--- src/rtl/disp_ctrl_pkg.sv ---
// Shared constants for the display source select path: mux mode codes and
// the mode-change FSM state encoding.
package disp_ctrl_pkg;

    localparam logic [1:0] MODE_RGB   = 2'd0;
    localparam logic [1:0] MODE_GREY  = 2'd1;
    localparam logic [1:0] MODE_SOBEL = 2'd2;
    localparam logic [1:0] MODE_BLACK = 2'd3;

    typedef enum logic [1:0] {
        ST_SHOW  = 2'd0,
        ST_PEND  = 2'd1,
        ST_BLANK = 2'd2
    } disp_state_t;

    // Black is never a committed mode; the cycle wraps Sobel back to RGB.
    function automatic logic [1:0] next_mode_f(input logic [1:0] m);
        return (m == MODE_SOBEL) ? MODE_RGB : m + 2'd1;
    endfunction

endpackage

--- src/rtl/key_debounce.sv ---
// Pushbutton conditioning: 2-FF synchroniser, stability counter and a
// one-cycle registered pulse on each debounced rising edge.
module key_debounce #(
    parameter int DEBOUNCE_CYCLES = 500000
) (
    input  logic clk,
    input  logic rst,
    input  logic key,
    output logic press
);

    localparam int            CW      = $clog2(DEBOUNCE_CYCLES);
    localparam logic [CW-1:0] CNT_MAX = CW'(DEBOUNCE_CYCLES - 1);

    logic [1:0]    r_sync;
    logic [CW-1:0] r_cnt;
    logic          r_db;
    logic          r_db_d;
    logic          r_press;

    always_ff @(posedge clk) begin
        if (rst) begin
            r_sync  <= 2'b00;
            r_cnt   <= '0;
            r_db    <= 1'b0;
            r_db_d  <= 1'b0;
            r_press <= 1'b0;
        end else begin
            r_sync <= {r_sync[0], key};
            // r_sync[0] is the value r_sync[1] takes next, so a mismatch is a change
            if (r_sync[0] != r_sync[1]) begin
                r_cnt <= '0;
            end else if (r_cnt == CNT_MAX) begin
                r_db <= r_sync[1];
            end else begin
                r_cnt <= r_cnt + 1'b1;
            end
            r_db_d  <= r_db;
            r_press <= r_db & ~r_db_d;
        end
    end

    assign press = r_press;

endmodule

--- src/rtl/display_mode_ctrl.sv ---
// Frame-synchronous display source sequencer with black-frame blanking.
// Optional auto-cycle via `define DISP_AUTOCYCLE_EN (adds auto_en port).
module display_mode_ctrl
    import disp_ctrl_pkg::*;
#(
    parameter int DEBOUNCE_CYCLES = 500000,
    parameter int BLANK_FRAMES    = 1,
    parameter int AUTO_FRAMES     = 300
) (
    input  logic       clk,
    input  logic       rst,
    input  logic       key,
    input  logic       vga_vs,
    output logic [1:0] sel,
    output logic [1:0] mode,
    output logic       busy
`ifdef DISP_AUTOCYCLE_EN
    ,
    input  logic       auto_en
`endif
);

    localparam logic [3:0] BLANK_LOAD = (BLANK_FRAMES > 0) ? 4'(BLANK_FRAMES - 1) : 4'd0;

    logic w_key_press;
    logic w_auto_press;
    logic w_press;

    key_debounce #(
        .DEBOUNCE_CYCLES(DEBOUNCE_CYCLES)
    ) u_key_debounce (
        .clk  (clk),
        .rst  (rst),
        .key  (key),
        .press(w_key_press)
    );

    // vs is active-low; idle level is high so reset does not fake a frame edge.
    logic [1:0] r_vs_sync;
    logic       r_vs_d;
    logic       r_frame_tick;

    always_ff @(posedge clk) begin
        if (rst) begin
            r_vs_sync    <= 2'b11;
            r_vs_d       <= 1'b1;
            r_frame_tick <= 1'b0;
        end else begin
            r_vs_sync    <= {r_vs_sync[0], vga_vs};
            r_vs_d       <= r_vs_sync[1];
            r_frame_tick <= r_vs_d & ~r_vs_sync[1];
        end
    end

    disp_state_t r_state, w_state_next;
    logic [1:0]  r_mode, w_mode_next;
    logic [1:0]  r_next_mode, w_next_mode_next;
    logic [1:0]  r_sel, w_sel_next;
    logic        r_busy, w_busy_next;
    logic [3:0]  r_blank_cnt, w_blank_cnt_next;

`ifdef DISP_AUTOCYCLE_EN
    localparam int            FW        = (AUTO_FRAMES > 1) ? $clog2(AUTO_FRAMES) : 1;
    localparam logic [FW-1:0] FRAME_MAX = FW'(AUTO_FRAMES - 1);

    logic [FW-1:0] r_frame_cnt;

    assign w_auto_press = (r_state == ST_SHOW) && auto_en && r_frame_tick
                          && (r_frame_cnt == FRAME_MAX);

    always_ff @(posedge clk) begin
        if (rst || (r_state != ST_SHOW) || !auto_en) begin
            r_frame_cnt <= '0;
        end else if (r_frame_tick) begin
            r_frame_cnt <= (r_frame_cnt == FRAME_MAX) ? '0 : r_frame_cnt + 1'b1;
        end
    end
`else
    // AUTO_FRAMES is at least 1, so this is a constant 0 in the key-only build.
    assign w_auto_press = (AUTO_FRAMES < 1);
`endif

    assign w_press = w_key_press | w_auto_press;

    always_ff @(posedge clk) begin
        if (rst) begin
            r_state     <= ST_SHOW;
            r_mode      <= MODE_RGB;
            r_next_mode <= MODE_RGB;
            r_sel       <= MODE_RGB;
            r_busy      <= 1'b0;
            r_blank_cnt <= 4'd0;
        end else begin
            r_state     <= w_state_next;
            r_mode      <= w_mode_next;
            r_next_mode <= w_next_mode_next;
            r_sel       <= w_sel_next;
            r_busy      <= w_busy_next;
            r_blank_cnt <= w_blank_cnt_next;
        end
    end

    always_comb begin
        w_state_next     = r_state;
        w_mode_next      = r_mode;
        w_next_mode_next = r_next_mode;
        w_blank_cnt_next = r_blank_cnt;

        case (r_state)
            ST_SHOW: begin
                // A tick coinciding with the press is deliberately not consumed.
                if (w_press) begin
                    w_next_mode_next = next_mode_f(r_mode);
                    w_state_next     = ST_PEND;
                end
            end
            ST_PEND: begin
                if (r_frame_tick) begin
                    if (BLANK_FRAMES > 0) begin
                        w_state_next     = ST_BLANK;
                        w_blank_cnt_next = BLANK_LOAD;
                    end else begin
                        w_state_next = ST_SHOW;
                        w_mode_next  = r_next_mode;
                    end
                end
            end
            ST_BLANK: begin
                if (r_frame_tick) begin
                    if (r_blank_cnt == 4'd0) begin
                        w_state_next = ST_SHOW;
                        w_mode_next  = r_next_mode;
                    end else begin
                        w_blank_cnt_next = r_blank_cnt - 4'd1;
                    end
                end
            end
            default: begin
                w_state_next = ST_SHOW;
            end
        endcase

        w_sel_next  = (w_state_next == ST_BLANK) ? MODE_BLACK : w_mode_next;
        w_busy_next = (w_state_next != ST_SHOW);
    end

    assign sel  = r_sel;
    assign mode = r_mode;
    assign busy = r_busy;

endmodule

--- config.mk ---
export PLATFORM = sky130hd
export DESIGN_NAME = display_mode_ctrl
export DESIGN_NICKNAME = d
export VERILOG_FILES = /design/src/rtl/disp_ctrl_pkg.sv /design/src/rtl/key_debounce.sv /design/src/rtl/display_mode_ctrl.sv
export SDC_FILE = /design/constraint.sdc
export NUM_CORES = 1
export LEC_CHECK = 0
export ABC_AREA = 0
export BUFFER_PORTS_ARGS = -buffer_cell sky130_fd_sc_hd__buf_4
export CAP_MARGIN = 20
export CORE_MARGIN = 4
export CORE_UTILIZATION = 45
export CTS_BUF_LIST = sky130_fd_sc_hd__clkbuf_4 sky130_fd_sc_hd__clkbuf_8 sky130_fd_sc_hd__clkbuf_16
export DETAILED_ROUTE_END_ITERATION = 8
export PLACE_DENSITY = 0.63
export SYNTH_ARGS = -nofsm -noshare
export SYNTH_HDL_FRONTEND = slang
export SYNTH_SLANG_ARGS = --single-unit
--- constraint.sdc ---
create_clock -name clk -period 2.4 [get_ports clk]
set_clock_uncertainty 0.05 [all_clocks]
set_input_delay 0.12 -clock clk [delete_from_list [all_inputs] [get_ports clk]]
set_output_delay 0.12 -clock clk [all_outputs]
set_load 0.05 [all_outputs]
* Word level (Yosys, flattened, before mapping)
Index checks and enable logic that the tools add are counted.
W data, S select, Z words.
** Cells by class
- Add/sub/neg operators :: 3
- Equality and inequality tests :: 9
- Mux-type cells :: 14
- Bitwise operators :: 5
- Reductions and logical operators :: 8
** Operator list (count)
- $add A19 B1 Y19 const B :: 1
- $eq A19 B19 Y1 const B :: 1
- $mux W2 :: 9
- $mux W4 :: 3
- $pmux W4 S2 :: 1
- $eq A2 B2 Y1 const B :: 3
- $ne A2 B2 Y1 const B :: 3
- $pmux W2 S3 :: 1
- $logic_not A4 Y1 :: 1
- $reduce_and A2 Y1 :: 2
- $reduce_and A4 Y1 :: 1
- $reduce_bool A2 Y1 :: 2
- $sub A4 B1 Y4 const B :: 1
- $not A1 Y1 :: 3
- $add A2 B1 Y2 const B :: 1
- $and A1 B1 Y1 :: 2
- $eq A2 B1 Y1 const B :: 1
- $logic_not A2 Y1 :: 1
- $reduce_or A2 Y1 :: 1
- $ne A1 B1 Y1 :: 1
** Storage, ports and cells
- Flip-flop bits (word level) :: 41
- Word-level logic and storage cells :: 53

* Depth between registers and ports, before layout
Gate-level depths: netlist (run 1).
- Depth in word-level cells :: 6
- Depth in mapped cells :: 6
- Mapped depth without buffers :: 6

* By module
A second synthesis (run 1) with hierarchy kept.
** Unflattened totals
- Cell total of the unflattened synthesis :: 198
- Area total of the unflattened synthesis :: 1831.8 um^2
** By module, submodules not included
- key_debounce :: times used 1, cells each 122, area an instance 1127.3 um^2, seq. area each 480.5 um^2
- display_mode_ctrl :: times used 1, cells each 76, area an instance 704.4 um^2, seq. area each 340.3 um^2

* Least setup slack after synthesis (run 1)
OpenSTA, ideal clock, no wires.
- Kind :: register -> register
- From :: register u_key_debounce.r_cnt[4]
- To :: register u_key_debounce.r_db
- Data arrival time :: 1.693 ns
- Slack :: 0.533 ns
- Cell stages (with the launch flop) :: 5
- Buffers on the path :: 0
- Cells stage by stage :: dfxtp_1 or4b_4 or4_4 o31ai_2 o21ai_1
** Between the ends
- Longest elaborated chain between the ends :: 2
** Ends and longest elaborated chain
- from (decl) :: line key_debounce.sv:16 : logic [CW-1:0] r_cnt;
- from (signal assigned) :: line key_debounce.sv:36 : r_cnt <= r_cnt + 1'b1;
- $eq A19 B19 Y1 :: line key_debounce.sv:33 : end else if (r_cnt == CNT_MAX) begin
- $reduce_and A2 Y1 (no line)
- to (signal assigned) :: line key_debounce.sv:34 : r_db <= r_sync[1];
- to (decl) :: line key_debounce.sv:17 : logic r_db;
Every way passes these cells.
A chain may end at the register's enable or synchronous reset.

* Worst setup path in the final report (run 1)
Same ends and word-level chain as after synthesis.

==> metrics, run 1 <==
critical path, cell by cell or4b_4 > or4_4 > o31ai_2 > o21ai_1; switching power approximately 0.25 mW; Cells after DPL ~240; Compound-Gate Fraction of Synth Area 12.8%; global-route wire length before repair 5.72 mm; port bufs 8; YS warnings 0; Sequential Power Share roughly 53%; area share of the largest cell type after synthesis 46.0%; HPWL Detailed 2.45 mm; Final Non-Filler Cells 249; worst r2r src u_key_debounce.r_cnt[4]$_SDFFE_PP0N_; WP buf/inv 0; CTS clk-pin slew, worst paths 0.07 ns; required time worst endpoint 2.52 ns; clock buffer depth 2; Synth area leader dfxtp_1; Worst R2R Path Depth 4; Synthesized Nets 197; WHS Path Cells 2; Final setup viols 0; Syn Area/Cell 9.40 um^2; Starting Density 47.7%; Tmin final 1.96 ns; largest family of logic cells by synthesized area simple AND/OR/NAND/NOR gates; critical setup path kind reg2reg; GRT Total Usage between 10% and 20%; Pint 1.05 mW; number of I/O pins 9; worst reg2reg path endpoint u_key_debounce.r_db$_SDFFE_PP0P_; post-synthesis sequential area ratio 46.0%; Die Height 71.0 um; P_leak 0.749 nW; Initial DRC Count 109; critical path startpoint category flop; top post-synthesis cells by area dfxtp_1 (46%), xor2_1 (3.9%), nor2_1 (3.2%), a21oi_1 (2.8%), mux2i_1 (2.8%); XOR/XNOR share of the synthesized area 4.41%; status completed; unrepaired setup endpoints after global routing no; hold_sp rst; CP arrival 2.08 ns; Clock Sinks 41; post-cts repair resize count 0; core area roughly 3700 um^2; adder-cell share of the synthesized area 2.10%; initial antenna violation count 0; sw frac ~19%; Syn Std Cell Area 1790 um^2; Final Slew Violations 0; DR pass1 iterations 4; Setup WS pre-CTS 0.455 ns; Remaining Overflow, GRT 0; FF-to-FF setup slack about 0.44 ns; die footprint between 5000 and 6000 um^2; die width slightly above 70 um; Hold Path Class in2reg; Max Freq 511 MHz; hold endpoint r_blank_cnt[1]$_SDFFE_PP0P_; layout cell share with drive strength beyond 1 15.4%; row count 22; crit path from u_key_debounce.r_cnt[4]$_SDFFE_PP0N_; pwr/cell area 650 nW/um^2; H-tree Lvls 2; number of distinct library cells after synthesis 48; Max FO, Critical Path 8; Main synth FF type dfxtp_1; worst ir drop on vdd approximately 0.27 mV; RePlAce Congestion 0.820; post-route setup TNS 0 ns; Max stage delay on crit path ~0.54 ns; worst-margin pin slew 0.469 ns; Worst Setup End Kind flop; Clk pwr share 43.9%; vias in the first global route roughly 1,300; CTS Root Cell clkbuf_8; final wirelength 3.36 mm; portion of netlist area occupied by mux cells 2.80%; vias 1,380; post-synthesis async set-or-reset flop share 0%; Yosys reg bits 41; Post-synth EDFFs 0; CTS tree built; combinational share of power 3.0%; Maximum Capacitance Violations 0; Avg Vias per Cell 5.54; slack of the critical path roughly 0.44 ns; period utilization 81.5%; Antenna Nets Post-Route 0; synthesized instance count 190; Layout area overhead 12.4%; crit path max-delay cell type or4_4; # nets final between 200 and 250; wire per inst 13.5 um; n_diodes 0; largest net degree at the start of global routing 24; Final Hold Fails 0; Synth Area in Simple Gates 28.0%; Skew-Pair Late Insertion Delay 0.28 ns; DR DRC count 0; TritonCTS buffer count 5; slew margin rel. 68.8%; delay-heaviest family, CP simple AND/OR/NAND/NOR gates
[synth_stat cells, types with 2 or more instances]
cell,count
and4_1,4
buf_6,2
and2_1,2
o21ai_0,10
nand4_1,8
o21a_1,2
nor3_1,4
inv_1,6
or4_1,4
clkbuf_1,5
a21oi_1,10
or3_1,4
or2_2,5
nand2_1,10
nor2_1,15
nand3_1,4
a31oi_1,3
o31ai_1,2
mux2i_1,5
nor3b_1,2
ha_1,3
a21boi_0,2
nor2b_1,6
xor2_1,8
dfxtp_1,41
[layout by cell type, fill, tap and decap left out, types with 2 or more instances in the layout]
master / netlist / routed
xor2_1: 8 / 8
buf_4: 0 / 9
or3_1: 4 / 4
a31oi_1: 3 / 3
nor3b_1: 2 / 2
and4_1: 4 / 4
o21a_1: 2 / 2
nor3_1: 4 / 4
and2_1: 2 / 2
clkbuf_8: 0 / 6
mux2i_1: 5 / 5
o31ai_1: 2 / 2
nand4_1: 8 / 8
nand2_1: 10 / 10
or4_1: 4 / 4
dfxtp_1: 41 / 41
a21boi_0: 2 / 2
nand3_1: 4 / 4
o21ai_0: 10 / 10
dlygate4sd3_1: 0 / 2
a21oi_1: 10 / 10
inv_1: 6 / 6
nor2b_1: 6 / 6
or2_2: 5 / 5
ha_1: 3 / 3
nor2_1: 15 / 15
[metal layers]
layer	GRT usage (%)	up-vias	routed length [um]
li1	-	700	-
met1	17.7	658	1630
met2	22.6	16	1590
met3	3.41	6	94
met4	6.89	0	48
met5	0	-	0
[final cells by class]
type	count	area, um^2
repair buffers	11	87.6
clock buffers	7	90.1
flip-flops and latches	41	821
inverters	6	22.5
clock inverters	1	30.0
well taps	48	60.1
multi-input cells	135	896
fillers	366	1740
[power by group through the flow]
| stage | Clock [mW] | Combinational (mW) | Sequential [mW] |
|---|---|---|---|
| after CTS | 0.593 | 0.0391 | 0.693 |
| after global routing | 0.616 | 0.0431 | 0.694 |
| after floorplan | 0 | 0.0261 | 0.708 |
| after detailed placement | 0 | 0.0362 | 0.709 |
| after global placement | 0 | 0.0346 | 0.709 |
| final | 0.572 | 0.0387 | 0.693 |
[per-stage QoR]
step	hold slack (ns)	util (%)	total power, mW	area, um^2
5_1_grt	0.133	53.6	1.35	2010
3_5_place_dp	0.264	49.9	0.745	1870
3_3_place_gp	0.258	49.9	0.743	1870
6_report	0.112	53.6	1.30	2010
2_1_floorplan	0.153	-	0.734	1790
4_1_cts	0.114	53.6	1.32	2010
[repair_timing]
action	CTS	global route
hold endpoints to repair	2	0
buffers inserted	0	0
hold buffers	2	0
[how the worst max path moves through the flow]
stage,to,slack [ns],cells after the start
6_report,u_key_debounce.r_db$_SDFFE_PP0P_,0.44,4
4_1_cts,u_key_debounce.r_db$_SDFFE_PP0P_,0.45,4
3_5_place_dp,u_key_debounce.r_db$_SDFFE_PP0P_,0.46,4
5_1_grt,u_key_debounce.r_cnt[18]$_SDFFE_PP0N_,0.34,5
2_1_floorplan,u_key_debounce.r_db$_SDFFE_PP0P_,0.53,4
3_3_place_gp,u_key_debounce.r_db$_SDFFE_PP0P_,0.48,4
[logic make-up (layout without fill, tap and decap cells)]
| family | count (synthesis) | in the layout |
|---|---|---|
| AND/OR/NAND/NOR | 81 | 81 |
| flip-flops | 41 | 41 |
| AO/OA/AOI/OAI | 37 | 37 |
| buffers and inverters | 14 | 25 |
| XOR/XNOR | 9 | 9 |
| multiplexers | 5 | 5 |
| adder cells (fa/ha/maj) | 3 | 3 |
[registers in the layout (all words and copies together) (netlist names)]
signal,flops
u_key_debounce.r_cnt,19
r_blank_cnt,4
mode,2
r_next_mode,2
r_state,2
r_vs_sync,2
sel,2
u_key_debounce.r_sync,2
busy,1
r_frame_tick,1
r_vs_d,1
u_key_debounce.press,1
u_key_debounce.r_db,1
u_key_debounce.r_db_d,1
(Power assumes the default switching activity.)
==> inputs of run 2 (changes only) <==
==> constraint.sdc (replaced) <==
create_clock -name clk -period 1.85 [get_ports clk]
set_clock_uncertainty 0.05 [all_clocks]
set_input_delay 0.0925 -clock clk [delete_from_list [all_inputs] [get_ports clk]]
set_output_delay 0.0925 -clock clk [all_outputs]
set_load 0.05 [all_outputs]
==> metrics, run 2 (synthesis gave the netlist of run 1 again) <==
vias 1,424; Final Slew Violations 0; RePlAce Congestion around 0.79; die footprint around 5000 um^2; Worst Setup End Kind flop; Antenna Nets Post-Route 0; Layout area overhead 18.7%; Setup WS pre-CTS -0.00241 ns; most frequent cells in the layout dfxtp_1 (35), buf_4 (22), nor2_1 (15), nand2_1 (10), o21ai_0 (9); number of flip-flops in the largest register 19; Die Height 71.0 um; HPWL Detailed 2.53 mm; Final setup viols 0; CTS clk-pin slew, worst paths about 0.07 ns; registers with the highest flip-flop counts u_key_debounce.r_cnt: 19 flops, r_blank_cnt: 4 flops; worst ir drop on vdd 0.446 mV; port bufs 8; die width about 70 um; layout cell share with drive strength beyond 1 approximately a quarter; P_leak 0.807 nW; core area 3740 um^2; Remaining Overflow, GRT 0; H-tree Lvls 2; Initial DRC Count 101; CTS tree built; GRT Total Usage 15.2%; CTS Root Cell clkbuf_8; critical path, cell by cell or4_4 > or4_4 > o31ai_2 > o21ai_1; period utilization 99.8%; clock buffer depth 2; Cells after DPL 251; global-route wire length before repair just over 6 mm; vias in the first global route around 1,300; slack of the critical path 0.00381 ns; largest net degree at the start of global routing 24; worst-margin pin slew 0.428 ns; Max stage delay on crit path 0.55 ns; initial antenna violation count 0; Skew-Pair Late Insertion Delay 0.29 ns; slew margin rel. 71.4%; delay-heaviest family, CP simple AND/OR/NAND/NOR gates; wire per inst 13.9 um; Hold Path Class in2reg; Max FO, Critical Path 3; most numerous cell on the critical path or4_4; crit path max-delay cell type or4_4; critical setup path kind reg2reg; met1 wire length about 1.7 mm; n_diodes 0; Tmin final between 1.5 and 2 ns; filler cell count in the final layout around 340; Starting Density 47.7%; status completed; number of I/O pins 9; Top reg by flops u_key_debounce.r_cnt; required time worst endpoint 1.97 ns; Final Non-Filler Cells between 200 and 300; WL met3 ~120 um; critical path startpoint category flop; final wirelength 3.63 mm; leading cell type in the layout, fill and taps excluded dfxtp_1; Maximum Capacitance Violations 0; DR DRC count 0; CP arrival 1.97 ns; Final Hold Fails 0; Max Freq 542 MHz; TritonCTS buffer count 5; Avg Vias per Cell 5.46; WL met2 1.74 mm; row count 22; pwr/cell area between 700 and 800 nW/um^2; # nets final 220; DR pass1 iterations 4; WP buf/inv 0; Clock Sinks 41; Top Metal Used met4; unrepaired setup endpoints after global routing yes
[run 2: cell types whose count changed in the layout (fill, tap and decap cells not counted), sizes merged]
| cell | previous run | this run |
|---|---|---|
| buf | 9 | 22 |
| bufinv | 1 | 0 |
[run 2: through the flow]
stage          setup TNS (ns)  hold WS, ns  cell area [um^2]  total power, mW  utilization (%)
2_1_floorplan               0        0.126              1790            0.952                -
3_3_place_gp                0        0.229              1960            0.968             52.4
3_5_place_dp         -0.00241        0.230              1960            0.969             52.4
4_1_cts               -0.0104       0.0800              2080             1.56             55.6
5_1_grt               -0.0562       0.0803              2120             1.62             56.6
6_report                    0       0.0565              2120             1.54             56.6
[run 2: what timing repair did]
| action | CTS | global route |
|---|---|---|
| setup buffers | 1 | 0 |
| pin swaps | 3 | 2 |
| hold endpoints to repair | 2 | 0 |
| resized for setup | 1 | 14 |
| setup endpoints to repair | 1 | 10 |
| hold buffers | 2 | 0 |
[run 2: worst paths after layout]
| path | from | end | slack [ns] | depth (start not counted) |
|---|---|---|---|---|
| worst min-delay path | rst | r_blank_cnt[1]$_SDFFE_PP0P_ | 0.06 | 2 |
| worst min register to register | u_key_debounce.r_db_d$_SDFF_PP0_ | u_key_debounce.press$_SDFF_PP0_ | 0.34 | 1 |
| worst max register to register | u_key_debounce.r_cnt[11]$_SDFFE_PP0N_ | u_key_debounce.r_db$_SDFFE_PP0P_ | 0.004 | 4 |
| worst max-delay path | u_key_debounce.r_cnt[11]$_SDFFE_PP0N_ | u_key_debounce.r_db$_SDFFE_PP0P_ | 0.004 | 4 |
[run 2: where the power goes]
| part | leakage [nW] | total [mW] | switching (mW) | internal, mW |
|---|---|---|---|---|
| combinational | 0.425 | 0.0543 | 0.0310 | 0.0233 |
| sequential | 0.334 | 0.901 | 0.00893 | 0.892 |
| clock | 0.0477 | 0.588 | 0.278 | 0.310 |
[run 2: worst register-to-register path, cell delays in order, from the launching register on]
cell and delay, ns:
dfxtp_2 0.32, or4_4 0.53, or4_4 0.55, o31ai_2 0.19, o21ai_1 0.09
[run 2: layout make-up]
| class | instances | area [um^2] | share of cell area, % |
|---|---|---|---|
| clock buffer | 7 | 90.1 | 4.25 |
| sequential | 41 | 828 | 39.1 |
| timing repair buffer | 24 | 185 | 8.74 |
| tap | 48 | 60.1 | 2.83 |
| multi-input combinational | 135 | 933 | 44.0 |
| inverter | 6 | 22.5 | 1.06 |
[run 2: metal layers]
layer	vias up	global-route usage, %
li1	726	-
met2	19	24.8
met3	5	3.41
met1	674	18.9
met4	0	7.52
met5	-	0
